## src/rtl/stage_if.sv

```systemverilog
// rtl/stage_if.sv - RV32 instruction-fetch stage: PC, in-order fetch, prefetch buffer, IF/ID register
//
// Optional build macro: IF_BYPASS_EN
//   defined   - a kept response that finds the buffer empty (and no stall) is written
//               straight into IF/ID in the same cycle
//   undefined - every kept response goes through the prefetch buffer
//
// Parameters:
//   RESET_PC   PC loaded at reset
//   BUF_DEPTH  prefetch buffer / tag FIFO entries (power of two, >= 2)
//
// Ports:
//   clk          pipeline clock, rising edge
//   rst          asynchronous active-low reset
//   imem_req     fetch request valid
//   imem_addr    fetch address (current PC)
//   imem_gnt     memory accepts the request this cycle
//   imem_rvalid  read data valid (in-order responses)
//   imem_rdata   instruction word
//   ctrl_stall   decode hazard stall, hold IF/ID
//   br_taken     redirect + flush from execute
//   br_target    redirect PC (bits [1:0] forced to 0)
//   if_inst      IF/ID instruction
//   if_pc        IF/ID PC
//   if_valid     IF/ID holds a real fetched instruction
module stage_if #(
    parameter logic [31:0] RESET_PC  = 32'h0000_0000,
    parameter int          BUF_DEPTH = 2
) (
    input  logic        clk,
    input  logic        rst,
    output logic        imem_req,
    output logic [31:0] imem_addr,
    input  logic        imem_gnt,
    input  logic        imem_rvalid,
    input  logic [31:0] imem_rdata,
    input  logic        ctrl_stall,
    input  logic        br_taken,
    input  logic [31:0] br_target,
    output logic [31:0] if_inst,
    output logic [31:0] if_pc,
    output logic        if_valid
);

    localparam int          PW      = $clog2(BUF_DEPTH);
    localparam int          CW      = $clog2(BUF_DEPTH + 1);
    localparam int          CW1     = CW + 1;
    localparam logic [CW:0] DEPTH_W = CW1'(BUF_DEPTH);
    localparam logic [31:0] NOP     = 32'h0000_0013;

    logic [31:0]   pc;
    logic          started;
    logic [CW-1:0] outs;
    logic [CW-1:0] disc;
    logic [CW-1:0] count;
    logic [PW-1:0] wr_ptr;
    logic [PW-1:0] rd_ptr;
    logic [PW-1:0] tag_wr;
    logic [PW-1:0] tag_rd;

    logic [31:0] buf_inst [BUF_DEPTH];
    logic [31:0] buf_pc   [BUF_DEPTH];
    logic [31:0] tag_pc   [BUF_DEPTH];

    logic [CW:0] occ;
    logic        grant;
    logic        resp_keep;
    logic        bypass;
    logic        push;
    logic        pop;
    logic [31:0] resp_pc;
    logic        br_target_unused;

    assign br_target_unused = ^br_target[1:0];

    // Outstanding requests plus buffered words never exceed the buffer size,
    // so every response is guaranteed a slot. 'started' holds the request low
    // until the first edge after reset release.
    assign occ       = {1'b0, outs} + {1'b0, count};
    assign imem_req  = started && !br_taken && (occ < DEPTH_W);
    assign imem_addr = pc;
    assign grant     = imem_req && imem_gnt;

    // The tag FIFO pops on every response, kept or discarded, so it always
    // holds exactly the PCs of the outstanding requests.
    assign resp_pc   = tag_pc[tag_rd];
    assign resp_keep = imem_rvalid && (disc == '0) && !br_taken;

`ifdef IF_BYPASS_EN
    assign bypass = resp_keep && (count == '0) && !ctrl_stall;
`else
    assign bypass = 1'b0;
`endif

    assign push = resp_keep && !bypass;
    assign pop  = !br_taken && !ctrl_stall && (count != '0);

    always_ff @(posedge clk) begin
        if (push) begin
            buf_inst[wr_ptr] <= imem_rdata;
            buf_pc[wr_ptr]   <= resp_pc;
        end
        if (grant) begin
            tag_pc[tag_wr] <= pc;
        end
    end

    always_ff @(posedge clk or negedge rst) begin
        if (!rst) begin
            pc       <= RESET_PC;
            started  <= 1'b0;
            outs     <= '0;
            disc     <= '0;
            count    <= '0;
            wr_ptr   <= '0;
            rd_ptr   <= '0;
            tag_wr   <= '0;
            tag_rd   <= '0;
            if_inst  <= NOP;
            if_pc    <= RESET_PC;
            if_valid <= 1'b0;
        end else begin
            started <= 1'b1;
            outs    <= outs + CW'(grant) - CW'(imem_rvalid);

            if (grant) begin
                tag_wr <= tag_wr + PW'(1);
            end
            if (imem_rvalid) begin
                tag_rd <= tag_rd + PW'(1);
            end

            if (br_taken) begin
                // Everything still in flight belongs to the old path; a response
                // arriving this very cycle is dropped here, not counted.
                pc     <= {br_target[31:2], 2'b00};
                disc   <= outs - CW'(imem_rvalid);
                count  <= '0;
                wr_ptr <= '0;
                rd_ptr <= '0;
            end else begin
                if (grant) begin
                    pc <= pc + 32'd4;
                end
                if (imem_rvalid && (disc != '0)) begin
                    disc <= disc - CW'(1);
                end
                if (push) begin
                    wr_ptr <= wr_ptr + PW'(1);
                end
                if (pop) begin
                    rd_ptr <= rd_ptr + PW'(1);
                end
                count <= count + CW'(push) - CW'(pop);
            end

            if (br_taken) begin
                if_inst  <= NOP;
                if_valid <= 1'b0;
            end else if (ctrl_stall) begin
                if_inst  <= if_inst;
                if_pc    <= if_pc;
                if_valid <= if_valid;
            end else if (pop) begin
                if_inst  <= buf_inst[rd_ptr];
                if_pc    <= buf_pc[rd_ptr];
                if_valid <= 1'b1;
            end else if (bypass) begin
                if_inst  <= imem_rdata;
                if_pc    <= resp_pc;
                if_valid <= 1'b1;
            end else begin
                if_inst  <= NOP;
                if_valid <= 1'b0;
            end
        end
    end

endmodule

```

## config.mk

```make
export PLATFORM = sky130hd
export DESIGN_NAME = stage_if
export DESIGN_NICKNAME = d
export VERILOG_FILES = /design/src/rtl/stage_if.sv
export SDC_FILE = /design/constraint.sdc
export NUM_CORES = 1
export LEC_CHECK = 0
export CORE_MARGIN = 5
export CORE_UTILIZATION = 30
export DETAILED_ROUTE_END_ITERATION = 16
export SYNTH_ARGS = -nofsm -noshare
export SYNTH_HDL_FRONTEND = slang
export SYNTH_SLANG_ARGS = --single-unit
```

## constraint.sdc

```tcl
create_clock -name clk -period 5.25 [get_ports clk]
set_clock_uncertainty 0.05 [all_clocks]
set_input_delay 1.05 -clock clk [delete_from_list [all_inputs] [get_ports clk]]
set_output_delay 1.05 -clock clk [all_outputs]
set_load 0.01 [all_outputs]
```

# [Word-level counts from Yosys, hierarchy flattened]
# Memory sizes are Yosys's and may differ from the RTL's. A register that Yosys moved wholly into a read port is not among the register bits.
# Cells that the tools add are included.
[totals] register_bits=76 ram_bits=192 word_cells=68 n_memories=3
[mem_list] name="buf_inst" depth=2 word_bits=32 read_ports=1 rd_ports_with_merged_regs=0 wr=1 line="61" source="logic [31:0] buf_inst [BUF_DEPTH];"
[mem_list] name="buf_pc" depth=2 word_bits=32 read_ports=1 rd_ports_with_merged_regs=1 wr=1 line="62" source="logic [31:0] buf_pc [BUF_DEPTH];"
[mem_list] name="tag_pc" depth=2 word_bits=32 read_ports=1 rd_ports_with_merged_regs=0 wr=1 line="63" source="logic [31:0] tag_pc [BUF_DEPTH];"
[classes] add_sub_neg=12 order_cmp=1 n_eq_ne=1 n_mux=19 bitwise=2 reduce_logical=19
[ops] op="32-bit two-way mux" n=5
[ops] op="32-bit by 3-bit adder with 32-bit output, second input constant" n=1
[ops] op="2-bit nonzero test" n=6
[ops] op="1-bit two-way mux" n=11
[ops] op="1-bit logical AND" n=8
[ops] op="2-bit two-way mux" n=3
[ops] op="2-bit by 1-bit subtractor with 2-bit output" n=3
[ops] op="1-bit adder, second input constant" n=4
[ops] op="2-bit by 1-bit adder with 2-bit output" n=2
[ops] op="2-bit by 2-bit adder with 3-bit output" n=1
[ops] op="1-bit logical NOT" n=3
[ops] op="3-bit by 2-bit less-than comparator with 1-bit output, second input constant" n=1
[ops] op="3-bit AND reduction" n=1
[ops] op="2-bit logical NOT" n=1
[ops] op="2-bit by 1-bit inequality test with 1-bit output, second input constant" n=1
[ops] op="1-bit inverter" n=2
[ops] op="2-bit by 1-bit subtractor with 2-bit output, second input constant" n=1

# [Longest topological paths before layout]
[logic_depth] depth_word=6 ltp_mapped=10 depth_no_buf=9

# [Least setup slack after synthesis]
# OpenSTA, ideal clock, no wires.
[synth_path] kind="input to register" from="input port br_taken" to="memory buf_inst[0][0] (enable)" setup_time_ns=0.482 t_arrival_ns=4.360 t_required_ns=4.718 setup_slack_ns=0.357 path_stages=5 n_path_buf=2 path_cell_list="clkbuf_1 inv_1 clkbuf_1 nand3_1 nor2_1"
[synth_between] elab_chain_cells=4
[synth_rtl] item="start, declared" line="38" source="input logic br_taken,"
[synth_rtl] item="1-bit logical NOT" line="87" source="assign resp_keep = imem_rvalid && (disc == '0) && !br_taken;"
[synth_rtl] item="1-bit logical AND" line="87"
[synth_rtl] item="1-bit two-way mux" line="99" source="if (push) begin"
[synth_rtl] item="1-bit two-way mux (not written as such)" line="100" source="buf_inst[wr_ptr] <= imem_rdata;"
[synth_rtl] item="end, declared" line="61"
# Every way passes these cells.

# [Worst setup path after layout]
[layout_path] from="register count[0]" to="output port imem_req"
[layout_between] elab_chain_cells=3
[layout_rtl] item="start, declared" line="55" source="logic [CW-1:0] count;"
[layout_rtl] item="start signal, assigned" line="154" source="count <= count + CW'(push) - CW'(pop);"
[layout_rtl] item="2-bit by 2-bit adder with 3-bit output" line="79" source="assign occ = {1'b0, outs} + {1'b0, count};"
[layout_rtl] item="3-bit by 2-bit less-than comparator with 1-bit output" line="80" source="assign imem_req = started && !br_taken && (occ < DEPTH_W);"
[layout_rtl] item="1-bit logical AND" line="80"
[layout_rtl] item="end, declared" line="32" source="output logic imem_req,"
# Every way passes these cells.

==> results.tsv <==
metric	value	unit
leading area contributor after synthesis	edfxtp_1	
Post-synth EDFFs	184	
WP data arrival	2.53	ns
Area after DPL	0.0134	sq mm
clock root cell	clkbuf_16	
cell chain of the critical path	and2_1, fa_1, nor4b_1, clkdlybuf4s50_1	
DRT Pass-1 Iters	5	
ys async rst share	36.1	%
Slew Viols, Final	0	
Post-CTS Resized	0	
Final Hold Fails	0	
total grt overflow	0	
Max-cap violations	0	
r2r setup slk	2.03	ns
Die Ht	203	microns
Worst Tran Pin Value	0.923	ns
Avg Cell Area, Syn	14.6	sq um
Critical-path top delay cell	clkdlybuf4s50_1	
setup TNS	0	ns
first-pass GRT wire length	39500	microns
endpoints failing setup	0	
area grow syn2layout	29.0	%
vias per cell	4.70	
Critical Path RT	4.15	ns
share of layout cells above drive strength 1	11.0	%
clk slew on worst S/H paths	0.06	ns
Final Wtd Congestion	0.773	
Reg-to-Reg End	imem_addr[18]	
core area	0.0368	sq mm
status	finished, final reports clean	
Post-Syn Instances	770	
post-route ant nets	0	
Final nets	1013	
cell family with most CP delay	buffers and inverters	
Die Width	203	microns
ANT cells	0	
PwrDens	443	mW/mm^2
# rows	70	
total clock sinks	288	
RSZ-0062 raised after global routing	false	
htree depth	2	
Buffers & Inverters on Critical Path	1	
Yosys warnings	0	
Initial Utilization	30.5	%
fin crit share	69.1	%
Power, Total	6.41	mW
Fin Hold WS	0.332	ns
R2R Path Start	count[0]	
fraction of synthesized cell area taken by the top area cell type	49.3	%
post-synthesis cell type count	48	
initial DRC count	277	
initial antenna violation count	0	
highest clock rate	0.276	GHz
Avg WL per Cell	17.8	microns
leakage	5.07	nW
Die Area	0.0414	sq mm
Critical Path Fanout Max	3	
Buffers on Ports	161	
Seq/Total Area, Yosys	72.5	%
CTS tree	done	
Top FF cell, synth	edfxtp_1	
CTS max path bufs	3	
CTS Hold Bufs	0	
I/O pin count	168	
Routed WL	25400	microns
DRC Markers	0	
CTS Buf Count	34	
top post-synthesis cells by area	edfxtp_1, dfrtp_1, mux2i_1	
fin crit period	3.63	ns
Setup Buffers After CTS	0	
Yosys reg bits	288	
Critical Path Start Type	flop	
maximum VDD drop	199	uV
CP Capture Type	primary output	
post-route cell area	0.0145	sq mm
path depth of the worst reg2reg path	6	
clk_lat worst skew	0.52	ns
total track usage	12.1	%
critical path class	flop to primary output	
pin count of the biggest net entering global routing	93	
Rel. slew slack	38.5	%
detailed placement HPWL	16600	microns
Hold Path Class	input port to async pin	
vias in the first global route	6783	
Filler cells	3499	
routed vias	6710	
Synth Cell Area	0.0112	sq mm
max incr delay on CP	0.61	ns
==> synth_stat cells, drive strengths merged (2+ instances only) <==
| cell | number |
|---|---|
| nor3 | 2 |
| edfxtp | 184 |
| o41ai | 2 |
| nor2 | 29 |
| o31ai | 13 |
| nor2b | 3 |
| nand2 | 85 |
| and3 | 4 |
| a31oi | 16 |
| nor4 | 7 |
| and4 | 2 |
| dfstp | 3 |
| dfrtp | 101 |
| clkbuf | 27 |
| ha | 7 |
| inv | 11 |
| mux2 | 30 |
| nand4bb | 2 |
| mux2i | 63 |
| or3 | 4 |
| a21oi | 4 |
| nand3 | 14 |
| xor2 | 7 |
| or4 | 14 |
| buf | 20 |
| nand4 | 11 |
| and2 | 2 |
| xnor2 | 13 |
| conb | 2 |
| o21ai | 76 |
==> per-stage QoR <==
step / instances / setup slack, ns / utilization, %
2_1_floorplan: 773 / 0.357 / -
3_5_place_dp: 1367 / 1.66 / 36.3
5_1_grt: 1429 / 1.50 / 39.3
6_report: 1429 / 1.62 / 39.3
3_3_place_gp: 1367 / 1.60 / 36.3
4_1_cts: 1429 / 1.53 / 39.3
==> worst max path at each step <==
stage                     cells past startpoint        endpoint  startpoint  slack, ns
after detailed placement                      3        imem_req    br_taken       1.66
after floorplan                               5  buf_inst[0][0]    br_taken       0.36
after global routing                          4        imem_req    count[0]       1.50
after CTS                                     4        imem_req    count[0]       1.53
after global placement                        3        imem_req    br_taken       1.60
final                                         4        imem_req    count[0]       1.62
==> where the power goes <==
part,internal [mW],total [mW],switching (mW)
clock network,1.39,2.31,0.913
registers,2.75,2.94,0.188
logic,0.585,1.16,0.577
total,4.73,6.41,1.68
==> cells by family after synthesis <==
logic type	count (synthesis)	synth area share [%]
buffers and inverters	58	2.32
xor gates and xnor gates	20	1.56
AOI/OAI and AO/OA	115	5.79
and+or+nand+nor	186	8.17
muxes	93	8.63
DFF	288	72.5
adders and majority gates	8	0.959
other	2	0.0670
==> layout make-up <==
cell class / instances / area, sq um / area share [%]
Multi-Input combinational cell: 427 / 2870 / 19.8
Sequential cell: 288 / 8140 / 56.2
Inverter: 11 / 41.3 / 0.285
Clock inverter: 21 / 205 / 1.42
Timing Repair Buffer: 173 / 1720 / 11.9
Clock buffer: 41 / 908 / 6.28
Tap cell: 468 / 586 / 4.05
==> layout by cell type, fill, tap and decap left out, drive strengths merged, types with 5 or more instances in the layout <==
| cell | synthesis | final |
|---|---|---|
| a31oi | 16 | 16 |
| buf | 20 | 13 |
| clkbuf | 27 | 41 |
| clkdlybuf4s50 | 0 | 160 |
| clkinv | 0 | 11 |
| conb | 2 | 5 |
| dfrtp | 101 | 101 |
| edfxtp | 184 | 184 |
| ha | 7 | 7 |
| inv | 11 | 14 |
| mux2 | 30 | 30 |
| mux2i | 63 | 63 |
| nand2 | 85 | 85 |
| nand3 | 14 | 14 |
| nand4 | 11 | 11 |
| nor2 | 29 | 29 |
| nor4 | 7 | 7 |
| o21ai | 76 | 76 |
| o31ai | 13 | 13 |
| or4 | 14 | 14 |
| xnor2 | 13 | 13 |
| xor2 | 7 | 7 |
==> metal layers <==
layer	vias up	GRT usage [%]	share of wire, %
li1	3181	-	-
met1	3298	16.3	46
met2	184	19.3	46
met3	47	3.31	6.4
met4	0	3.90	2.4
met5	-	0	0
==> flip-flops by register name, summed over array words and instances, names as in the netlist, 2 cells and up <==
name	count
imem_addr	30
disc	2
buf_inst	64
buf_pc	60
if_inst	32
if_pc	30
count	2
tag_pc	60
outs	2
No activity file was read; power rests on OpenSTA's default activity.
